## config.mk

```make
export PLATFORM = sky130hd
export DESIGN_NAME = uart_tx_fifo
export DESIGN_NICKNAME = d
export VERILOG_FILES = /design/src/rtl/uart_pkg.sv /design/src/rtl/sync_fifo.sv /design/src/rtl/uart_tx_fifo.sv
export SDC_FILE = /design/constraint.sdc
export NUM_CORES = 1
export LEC_CHECK = 0
export CORE_ASPECT_RATIO = 0.75
export CORE_MARGIN = 2
export CORE_UTILIZATION = 60
export CTS_CLUSTER_SIZE = 20
export DETAILED_ROUTE_END_ITERATION = 10
export PLACE_DENSITY_LB_ADDON = 0.12
export SYNTH_ARGS = -nofsm -noshare
export SYNTH_HDL_FRONTEND = slang
export SYNTH_SLANG_ARGS = --single-unit
```

## constraint.sdc

```tcl
create_clock -name clk -period 6.6 [get_ports clk]
set_clock_uncertainty 0.15 [all_clocks]
set_input_delay 0.99 -clock clk [delete_from_list [all_inputs] [get_ports clk]]
set_output_delay 0.99 -clock clk [all_outputs]
set_load 0.005 [all_outputs]
```

## src/rtl/uart_pkg.sv

```systemverilog
// Shared types and constants for the buffered UART transmitter.
// Contents: frame state enum, data-bit count, default baud/FIFO sizing.
package uart_pkg;

    // Frame sequencing states of the transmitter.
    typedef enum logic [1:0] {
        IDLE  = 2'd0,
        START = 2'd1,
        DATA  = 2'd2,
        STOP  = 2'd3
    } uart_tx_state_t;

    localparam int unsigned UART_DATA_BITS            = 8;
    localparam int unsigned UART_DEFAULT_CLKS_PER_BIT = 868;  // 100 MHz / 115200
    localparam int unsigned UART_DEFAULT_FIFO_DEPTH   = 16;

endpackage

```

## src/rtl/sync_fifo.sv

```systemverilog
// Synchronous FIFO with first-word fall-through read port.
// Ports:
//   clk, rst          - clock, synchronous active-high reset
//   wr_en, wr_data    - enqueue strobe and data (dropped while full)
//   rd_en, rd_data    - dequeue strobe; rd_data shows the head entry
//   full, empty, count- registered occupancy status
//   overflow          - sticky, set by a write attempt while full
module sync_fifo #(
    parameter  int unsigned WIDTH = 8,
    parameter  int unsigned DEPTH = 16,
    localparam int unsigned CW    = $clog2(DEPTH + 1)
) (
    input  logic             clk,
    input  logic             rst,
    input  logic             wr_en,
    input  logic [WIDTH-1:0] wr_data,
    input  logic             rd_en,
    output logic [WIDTH-1:0] rd_data,
    output logic             full,
    output logic             empty,
    output logic [CW-1:0]    count,
    output logic             overflow
);

    localparam int unsigned AW = $clog2(DEPTH);
    localparam int unsigned PW = AW + 1;  // extra wrap bit separates full from empty

    logic [WIDTH-1:0] mem_q [DEPTH];
    logic [PW-1:0]    wr_ptr_q, wr_ptr_d;
    logic [PW-1:0]    rd_ptr_q, rd_ptr_d;
    logic [CW-1:0]    count_q, count_d;
    logic             full_q, empty_q, overflow_q;
    logic             wr_ok_c, rd_ok_c;

    assign wr_ok_c = wr_en && !full_q;
    assign rd_ok_c = rd_en && !empty_q;

    // Next pointers and occupancy.
    always_comb begin
        wr_ptr_d = wr_ptr_q;
        rd_ptr_d = rd_ptr_q;
        if (wr_ok_c) wr_ptr_d = wr_ptr_q + PW'(1);
        if (rd_ok_c) rd_ptr_d = rd_ptr_q + PW'(1);
        count_d = CW'(wr_ptr_d - rd_ptr_d);
    end

    // Pointer and status registers.
    always_ff @(posedge clk) begin
        if (rst) begin
            wr_ptr_q   <= '0;
            rd_ptr_q   <= '0;
            count_q    <= '0;
            full_q     <= 1'b0;
            empty_q    <= 1'b1;
            overflow_q <= 1'b0;
        end else begin
            wr_ptr_q   <= wr_ptr_d;
            rd_ptr_q   <= rd_ptr_d;
            count_q    <= count_d;
            full_q     <= (count_d == CW'(DEPTH));
            empty_q    <= (count_d == '0);
            overflow_q <= overflow_q | (wr_en & full_q);
        end
    end

    // Storage array; contents need no reset since the pointers gate visibility.
    always_ff @(posedge clk) begin
        if (!rst && wr_ok_c) mem_q[wr_ptr_q[AW-1:0]] <= wr_data;
    end

    assign rd_data  = mem_q[rd_ptr_q[AW-1:0]];
    assign full     = full_q;
    assign empty    = empty_q;
    assign count    = count_q;
    assign overflow = overflow_q;

endmodule

```

## src/rtl/uart_tx_fifo.sv

```systemverilog
// Buffered 8N1 UART transmitter: byte FIFO feeding a baud-timed serialiser.
// Frames go out LSB first, back to back with no idle gap while data is queued.
// Ports:
//   clk, rst        - clock, synchronous active-high reset
//   wr_data, wr_en  - byte enqueue
//   full, empty     - FIFO status
//   count           - bytes queued (not counting the one being shifted)
//   busy            - a frame is in progress
//   overflow        - sticky write-while-full flag
//   uart_tx         - registered serial line, idle high
module uart_tx_fifo
    import uart_pkg::*;
#(
    parameter  int unsigned CLKS_PER_BIT = UART_DEFAULT_CLKS_PER_BIT,
    parameter  int unsigned FIFO_DEPTH   = UART_DEFAULT_FIFO_DEPTH,
    localparam int unsigned CW           = $clog2(FIFO_DEPTH + 1)
) (
    input  logic          clk,
    input  logic          rst,
    input  logic [7:0]    wr_data,
    input  logic          wr_en,
    output logic          full,
    output logic          empty,
    output logic [CW-1:0] count,
    output logic          busy,
    output logic          overflow,
    output logic          uart_tx
);

    localparam int unsigned BW = $clog2(CLKS_PER_BIT);
    localparam int unsigned IW = $clog2(UART_DATA_BITS);
    localparam int unsigned DW = UART_DATA_BITS;

    uart_tx_state_t state_q, state_d;
    logic [BW-1:0]  baud_q, baud_d;
    logic [DW-1:0]  shift_q, shift_d;
    logic [IW-1:0]  idx_q, idx_d;
    logic           tx_q, tx_d;
    logic           busy_q, busy_d;
    logic           pop_c;
    logic           baud_wrap_c;
    logic [DW-1:0]  head_c;

    sync_fifo #(
        .WIDTH (DW),
        .DEPTH (FIFO_DEPTH)
    ) u_fifo (
        .clk      (clk),
        .rst      (rst),
        .wr_en    (wr_en),
        .wr_data  (wr_data),
        .rd_en    (pop_c),
        .rd_data  (head_c),
        .full     (full),
        .empty    (empty),
        .count    (count),
        .overflow (overflow)
    );

    assign baud_wrap_c = (baud_q == BW'(CLKS_PER_BIT - 1));

    // Next-state, datapath and line value; the line lags the state by one edge.
    always_comb begin
        state_d = state_q;
        baud_d  = baud_q;
        shift_d = shift_q;
        idx_d   = idx_q;
        pop_c   = 1'b0;
        tx_d    = 1'b1;

        case (state_q)
            IDLE: begin
                tx_d = 1'b1;
                if (!empty) begin
                    pop_c   = 1'b1;
                    shift_d = head_c;
                    idx_d   = '0;
                    baud_d  = '0;
                    state_d = START;
                end
            end
            START: begin
                tx_d = 1'b0;
                if (baud_wrap_c) begin
                    baud_d  = '0;
                    state_d = DATA;
                end else begin
                    baud_d = baud_q + BW'(1);
                end
            end
            DATA: begin
                tx_d = shift_q[0];
                if (baud_wrap_c) begin
                    baud_d  = '0;
                    shift_d = {1'b0, shift_q[DW-1:1]};
                    idx_d   = idx_q + IW'(1);
                    if (idx_q == IW'(DW - 1)) state_d = STOP;
                end else begin
                    baud_d = baud_q + BW'(1);
                end
            end
            STOP: begin
                tx_d = 1'b1;
                if (baud_wrap_c) begin
                    baud_d = '0;
                    // Chain straight into the next start bit when more data waits.
                    if (!empty) begin
                        pop_c   = 1'b1;
                        shift_d = head_c;
                        idx_d   = '0;
                        state_d = START;
                    end else begin
                        state_d = IDLE;
                    end
                end else begin
                    baud_d = baud_q + BW'(1);
                end
            end
            default: state_d = IDLE;
        endcase

        busy_d = (state_d != IDLE);
    end

    // State and datapath registers.
    always_ff @(posedge clk) begin
        if (rst) begin
            state_q <= IDLE;
            baud_q  <= '0;
            shift_q <= '0;
            idx_q   <= '0;
            tx_q    <= 1'b1;
            busy_q  <= 1'b0;
        end else begin
            state_q <= state_d;
            baud_q  <= baud_d;
            shift_q <= shift_d;
            idx_q   <= idx_d;
            tx_q    <= tx_d;
            busy_q  <= busy_d;
        end
    end

    assign uart_tx = tx_q;
    assign busy    = busy_q;

endmodule

```

## Yosys cells after proc, flatten, opt, wreduce, memory -nomap -nowiden

Memories as Yosys holds them, arrays and structs flattened. A register that Yosys moved wholly into a read port is not among the register bits.
Index checks and enable logic that the tools add are counted.

- Register bits after elaboration: 43
- Bits in writable memories: 128
- Output and inout port bits: 10
- Logic and storage cells: 69
- Memories kept: 1

- $add $sub $neg: 5
- Equality and inequality tests: 9
- Multiplexer cells: 27
- Bitwise logic cells: 2
- Reductions and logical operators: 13

Memory list:

| memory | depth | bits a word | read ports | clocked after memory_dff | wr ports | RTL line | RTL |
|---|---|---|---|---|---|---|---|
| u_fifo.mem_q | 16 | 8 | 1 | 1 | 1 | sync_fifo.sv:28 | `logic [WIDTH-1:0] mem_q [DEPTH];` |

Operators by type and width:

| kind | number |
|---|---|
| $mux W8 | 3 |
| $pmux W8 S3 | 1 |
| $mux W10 | 2 |
| $pmux W10 S2 | 1 |
| $add A10 B1 Y10 const B | 1 |
| $add A5 B1 Y5 const B | 2 |
| $eq A10 B10 Y1 const B | 1 |
| $mux W2 | 5 |
| $mux W5 | 2 |
| $mux W3 | 3 |
| $pmux W3 S3 | 1 |
| $pmux W2 S4 | 1 |
| $ne A2 B2 Y1 const B | 3 |
| $eq A5 B5 Y1 const B | 1 |
| $logic_not A5 Y1 | 1 |
| $mux W1 | 5 |
| $sub A5 B5 Y5 | 1 |
| $eq A2 B2 Y1 const B | 2 |
| $mux W4 | 1 |
| $add A3 B1 Y3 const B | 1 |
| $eq A3 B3 Y1 const B | 1 |
| $logic_and A1 B1 Y1 | 3 |
| $logic_not A1 Y1 | 3 |
| $pmux W1 S3 | 1 |
| other kinds (10) | 10 |

## Longest topological paths before layout

- Word-level depth: 7
- Gate-level depth with buffers: 14
- Depth with buffers taken out: 14

## Cells and area by module

A second synthesis with hierarchy kept.

- Cells, all modules: 472
- Area total of the unflattened synthesis: 7345.8 sq um

Modules (own cells, without submodules):

| module | instances | cells an instance | area each (sq um) | seq. area each (sq um) |
|---|---|---|---|---|
| sync_fifo | 1 | 313 | 5901.9 | 4204.0 |
| uart_tx_fifo | 1 | 159 | 1443.9 | 500.5 |

## Least setup slack after synthesis

No wires, ideal clock.

- Kind: reg2reg
- Start point: register state_q[0]
- End point: register u_fifo.empty_q, in the netlist u_fifo.empty
- Arrival: 3.064 ns
- Setup slack: 3.272 ns
- Stages on the path, launching flop included: 15
- Path buffers: 0
- Clock period less this slack: 3.328 ns
- Cell sequence: dfxtp_1 -> inv_1 -> ha_1 -> or3b_1 -> nor4_2 -> nor2_1 -> mux2i_1 -> inv_1 -> fa_1 -> inv_1 -> a21o_1 -> a21oi_1 -> xor2_1 -> xnor2_1 -> a21o_1

- Cells in the longest elaborated chain, start to end: 6
- Elaborated cells between the ends (all ways): 7
- Those cells by class: 1 x add/sub; 1 x eq/ne; 2 x mux; 3 x reduce/logical

RTL lines:

| what | RTL line | RTL |
|---|---|---|
| start, declared | uart_tx_fifo.sv:34 | `uart_tx_state_t state_q, state_d;` |
| start signal, assigned | uart_tx_fifo.sv:135 | `state_q <= state_d;` |
| $eq A2 B2 Y1 or $logic_not A2 Y1 (tied branches) | uart_tx_fifo.sv:71 | `case (state_q)` |
| $pmux W1 S2 (*) | uart_tx_fifo.sv:71 |  |
| $logic_and A1 B1 Y1 (*) | sync_fifo.sv:36 | `assign rd_ok_c = rd_en && !empty_q;` |
| $mux W5 (*) | sync_fifo.sv:43 | `if (rd_ok_c) rd_ptr_d = rd_ptr_q + PW'(1);` |
| net u_fifo.rd_ptr_d[1] | sync_fifo.sv:30 | `logic [PW-1:0] rd_ptr_q, rd_ptr_d;` |
| $sub A5 B5 Y5 (*) | sync_fifo.sv:44 | `count_d = CW'(wr_ptr_d - rd_ptr_d);` |
| $logic_not A5 Y1 (*) | sync_fifo.sv:61 | `empty_q <= (count_d == '0);` |
| end signal, assigned | sync_fifo.sv:61 |  |
| end, declared | sync_fifo.sv:32 | `logic full_q, empty_q, overflow_q;` |

The timed path passes the listed nets; every way through them passes the cells marked *.
A chain may end at the register's enable or synchronous reset.

## Worst setup path in the final report

Ends and elaborated chain as after synthesis.

==> impl_metrics.xml <==
<?xml version="1.0" encoding="UTF-8"?>
<metrics>
  <group name="status">
    <metric name="outcome" unit="">complete, no violations</metric>
  </group>
  <group name="sta">
    <metric name="worst-slew-pin-transition" unit="ns">1.05</metric>
    <metric name="hold_violations" unit="">0</metric>
    <metric name="unrepaired_setup_endpoints_after_global_routing" unit="">no</metric>
    <metric name="final_max_slew_viol_count" unit="">0</metric>
    <metric name="max_clock_freq" unit="MHz">269</metric>
    <metric name="finalSetupTns" unit="ns">0</metric>
    <metric name="max_slew_headroom" unit="%">29.8</metric>
    <metric name="post-route-min-period" unit="ns">3.71</metric>
    <metric name="setup_viol_count_final" unit="">0</metric>
    <metric name="timing.final.crit_share" unit="%">56.2</metric>
  </group>
  <group name="detailed_routing">
    <metric name="met2_wl_post_dr" unit="µm">5940</metric>
    <metric name="detail_route.iter0.violations" unit="">329</metric>
    <metric name="drtPass1Iterations" unit="">5</metric>
    <metric name="viasPerCell" unit="">5.98</metric>
    <metric name="route.final.wire_length" unit="µm">12700</metric>
    <metric name="ant_nets" unit="">0</metric>
    <metric name="m1WireLength" unit="µm">5700</metric>
    <metric name="routed_wire_length_per_instance" unit="µm">20.6</metric>
    <metric name="dr_total_vias" unit="">3694</metric>
    <metric name="highest_layer" unit="">met4</metric>
    <metric name="met3_length" unit="µm">846</metric>
    <metric name="count_of_unresolved_drc_violations_after_routing" unit="">0</metric>
  </group>
  <group name="synthesis">
    <metric name="synthMostInstantiatedCell" unit="">edfxtp_1</metric>
    <metric name="synth.top_cell.area_share" unit="%">55.2</metric>
    <metric name="post_synth_most_frequent_cells" unit="">edfxtp_1, nor2_1, dfxtp_1, mux4_2, a21oi_1</metric>
    <metric name="ys_types" unit="">43</metric>
    <metric name="synth_edf_count" unit="">128</metric>
    <metric name="cell_taking_the_most_area_after_synthesis" unit="">edfxtp_1</metric>
    <metric name="syn-instance-count" unit="">437</metric>
    <metric name="avgSynthCellArea" unit="µm²">15.9</metric>
    <metric name="synth_nets" unit="">466</metric>
    <metric name="ys_async_sr_fraction" unit="%">0</metric>
    <metric name="yosys_register_bits" unit="">171</metric>
    <metric name="synth-seq-area-share" unit="%">67.5</metric>
    <metric name="netlist_top_cells_area" unit="">edfxtp_1, mux4_2, dfxtp_1</metric>
    <metric name="post_synth_instance_area" unit="µm²">6970</metric>
    <metric name="yosysWarnings" unit="">0</metric>
    <metric name="synth_flop_type" unit="">edfxtp_1</metric>
  </group>
  <group name="power_and_ir_drop">
    <metric name="power.share.switching" unit="%">28.2</metric>
    <metric name="clock_power_share" unit="%">33.2</metric>
    <metric name="cell_internal_pwr" unit="W">0.00210</metric>
    <metric name="share_seq_of_total_power" unit="%">43.2</metric>
    <metric name="static_power_due_to_leakage" unit="nW">2.58</metric>
    <metric name="report.power.total" unit="W">0.00293</metric>
    <metric name="worst_ir_drop_vdd" unit="mV">0.219</metric>
    <metric name="power_density" unit="nW/µm²">372</metric>
    <metric name="power.net_switching" unit="W">0.000826</metric>
    <metric name="fraction_of_power_consumed_by_combinational_cells" unit="%">23.6</metric>
  </group>
  <group name="cts">
    <metric name="clock-root-buffer" unit="">clkbuf_16</metric>
    <metric name="cts_hold_buf" unit="">0</metric>
    <metric name="number_of_h_tree_branching_levels" unit="">4</metric>
    <metric name="clock_insertion_delay_worst_skew" unit="ns">0.42</metric>
    <metric name="cts_repair_resize_count" unit="">0</metric>
    <metric name="worst_setup_hold_path_clk_slew" unit="ns">0.07</metric>
    <metric name="tritoncts_clock_tree" unit="">done</metric>
    <metric name="cts_setup_buffers" unit="">0</metric>
    <metric name="cts-buffers-inserted" unit="">17</metric>
    <metric name="clock_buffer_depth" unit="">2</metric>
    <metric name="cts_sinks" unit="">171</metric>
  </group>
  <group name="global_route">
    <metric name="global_route.overflow_total" unit="">0</metric>
    <metric name="antenna_found_initial" unit="">0</metric>
    <metric name="grt_start_max_net_pins" unit="">39</metric>
    <metric name="grt_use_total" unit="%">22.5</metric>
    <metric name="first_global_vias" unit="">3652</metric>
    <metric name="grt_first_pass_wirelength" unit="µm">20200</metric>
  </group>
  <group name="setup_path">
    <metric name="worstReg2RegStart" unit="">state_q[0]</metric>
    <metric name="worst_ep_arrival_time" unit="ns">3.93</metric>
    <metric name="r2r.worst_path.cells" unit="">14</metric>
    <metric name="timing.critical_path.slowest_stage_cell" unit="">fa_1</metric>
    <metric name="crit_family" unit="">simple AND/OR/NAND/NOR gates</metric>
    <metric name="critical_path.n_buffers_inverters" unit="">3</metric>
    <metric name="r2r_end" unit="">u_fifo.empty</metric>
    <metric name="critical-path-max-stage-delay" unit="ns">0.46</metric>
    <metric name="worstPathCellList" unit="">inv_1 -&gt; ha_1 -&gt; or3b_1 -&gt; nor4_2 -&gt; nor2_1 -&gt; mux2i_1 -&gt; inv_1 -&gt; fa_1 -&gt; inv_1 -&gt; a21o_1 -&gt; a21oi_1 -&gt; xor2_1 -&gt; xnor2_1 -&gt; a21o_1</metric>
    <metric name="crit_fanout" unit="">6</metric>
    <metric name="critical_path_class" unit="">reg -&gt; reg</metric>
    <metric name="critPathCaptureType" unit="">flop</metric>
    <metric name="setup.reg_to_reg.worst_slack" unit="ns">2.89</metric>
    <metric name="crit_required" unit="ns">6.82</metric>
    <metric name="worst_path_most_repeated_cell" unit="">inv_1</metric>
    <metric name="worst_setup_path_start_kind" unit="">flop</metric>
  </group>
  <group name="finish">
    <metric name="synthToLayoutAreaGrowth" unit="%">13.0</metric>
    <metric name="finish.utilization" unit="%">68.8</metric>
    <metric name="register_area" unit="µm²">4710</metric>
    <metric name="postLayoutCellArea" unit="µm²">7870</metric>
    <metric name="filler_instances" unit="">773</metric>
    <metric name="drive_gt1_share" unit="%">17.3</metric>
    <metric name="nets" unit="">490</metric>
    <metric name="multiInputGateArea" unit="µm²">2120</metric>
    <metric name="antenna-diode-count" unit="">0</metric>
  </group>
  <group name="min_path">
    <metric name="worstHoldEndpoint" unit="">shift_q[7]</metric>
    <metric name="worst_hold_path_cells" unit="">2</metric>
    <metric name="min_path_type" unit="">reg -&gt; reg</metric>
    <metric name="hold_path_start" unit="">shift_q[7]</metric>
  </group>
  <group name="floorplan">
    <metric name="io-pin-count" unit="">21</metric>
    <metric name="floorplan.initialDensity" unit="%">60.9</metric>
    <metric name="floorplan.rows" unit="">34</metric>
    <metric name="die_width" unit="µm">128</metric>
    <metric name="die_h" unit="µm">97.3</metric>
    <metric name="fp.coreArea" unit="µm²">11400</metric>
    <metric name="die-area" unit="µm²">12500</metric>
  </group>
  <group name="placed_design">
    <metric name="dpl-instance-area" unit="µm²">7290</metric>
    <metric name="portBuffers" unit="">20</metric>
    <metric name="dp_hpwl" unit="µm">7980</metric>
    <metric name="routabilityCongestion" unit="">0.859</metric>
  </group>
  <group name="run">
    <metric name="cap_violations" unit="">0</metric>
  </group>
</metrics>
## stage by stage
stage	setup slack (ns)	instances	hold WS (ns)
after floorplan	3.27	437	0.286
after global placement	2.81	586	0.294
after detailed placement	2.75	586	0.300
after CTS	2.87	618	0.309
after global routing	2.62	618	0.350
final	2.89	618	0.306
## layout by cell type, fill, tap and decap left out, types with 2 or more instances in the layout
master,Yosys,routed
edfxtp_1,128,128
nor2_1,55,55
dfxtp_1,43,42
mux4_2,40,40
clkdlybuf4s50_1,0,20
a21oi_1,19,19
ha_1,17,17
clkbuf_16,0,17
inv_1,14,14
nand2_1,14,14
nor3_1,13,13
xor2_1,12,12
xnor2_1,9,9
nand3_1,7,7
nor2b_1,7,7
inv_8,0,6
nand4_1,3,3
o21ai_0,3,3
and3_1,3,3
a2111oi_0,3,3
a21o_1,3,3
buf_4,3,3
nand2b_1,2,2
mux2i_1,2,2
or3_1,2,2
a22oi_1,2,2
clkinvlp_4,0,2
inv_6,0,2
clkinv_4,0,2
## per-layer routing
metal | track usage, % | vias up
li1 | - | 1715
met1 | 33.5 | 1839
met2 | 32.4 | 120
met3 | 5.40 | 20
met4 | 8.96 | 0
met5 | 0 | -
## how the worst max path moves through the flow
stage               start      endpoint  slack [ns]  cells after the start
2_1_floorplan  state_q[0]  u_fifo.empty        3.27                     14
3_3_place_gp        wr_en  u_fifo.empty        2.81                     10
3_5_place_dp        wr_en  u_fifo.empty        2.75                     10
4_1_cts        state_q[0]  u_fifo.empty        2.87                     14
5_1_grt        state_q[0]  u_fifo.empty        2.62                     14
6_report       state_q[0]  u_fifo.empty        2.89                     14
## state kept, by name (all words and copies together), names as in the netlist, 2 cells and up
signal / flops
baud_q: 10
idx_q: 3
shift_q: 8
state_q: 2
u_fifo.count: 5
u_fifo.mem_q: 128
u_fifo.rd_ptr_q: 5
u_fifo.wr_ptr_q: 5
## worst min-delay path, stage by stage, from the launching register on
cell	delay [ns]
dfxtp_1	0.31
nand2_1	0.05
a21oi_1	0.05
## power by group through the flow
stage          logic (W)  registers [W]  clock network (W)
6_report        0.000692        0.00126           0.000974
4_1_cts         0.000696        0.00126           0.000991
2_1_floorplan   0.000527        0.00128                  0
3_3_place_gp    0.000686        0.00128                  0
5_1_grt         0.000766        0.00127            0.00104
3_5_place_dp    0.000691        0.00129                  0
## cell type report
cell class / count / share of cell area [%]
Clock buffer: 17 / 5.41
Clock inverter: 15 / 1.99
Inverter: 14 / 0.668
Multi-Input combinational cell: 234 / 27.0
Sequential cell: 171 / 59.8
Tap cell: 144 / 2.29
Timing Repair Buffer: 23 / 2.83
## cell families after synthesis
family / Yosys count / share of synthesized area, %
adder cells (fa/ha/maj): 18 / 3.34
multiplexers: 42 / 13.2
AND/OR/NAND/NOR: 117 / 8.03
AO/OA/AOI/OAI: 36 / 3.27
flip-flops: 171 / 67.5
XOR/XNOR: 21 / 2.64
buffers and inverters: 32 / 1.96
Power figures use the tool's default switching activity.
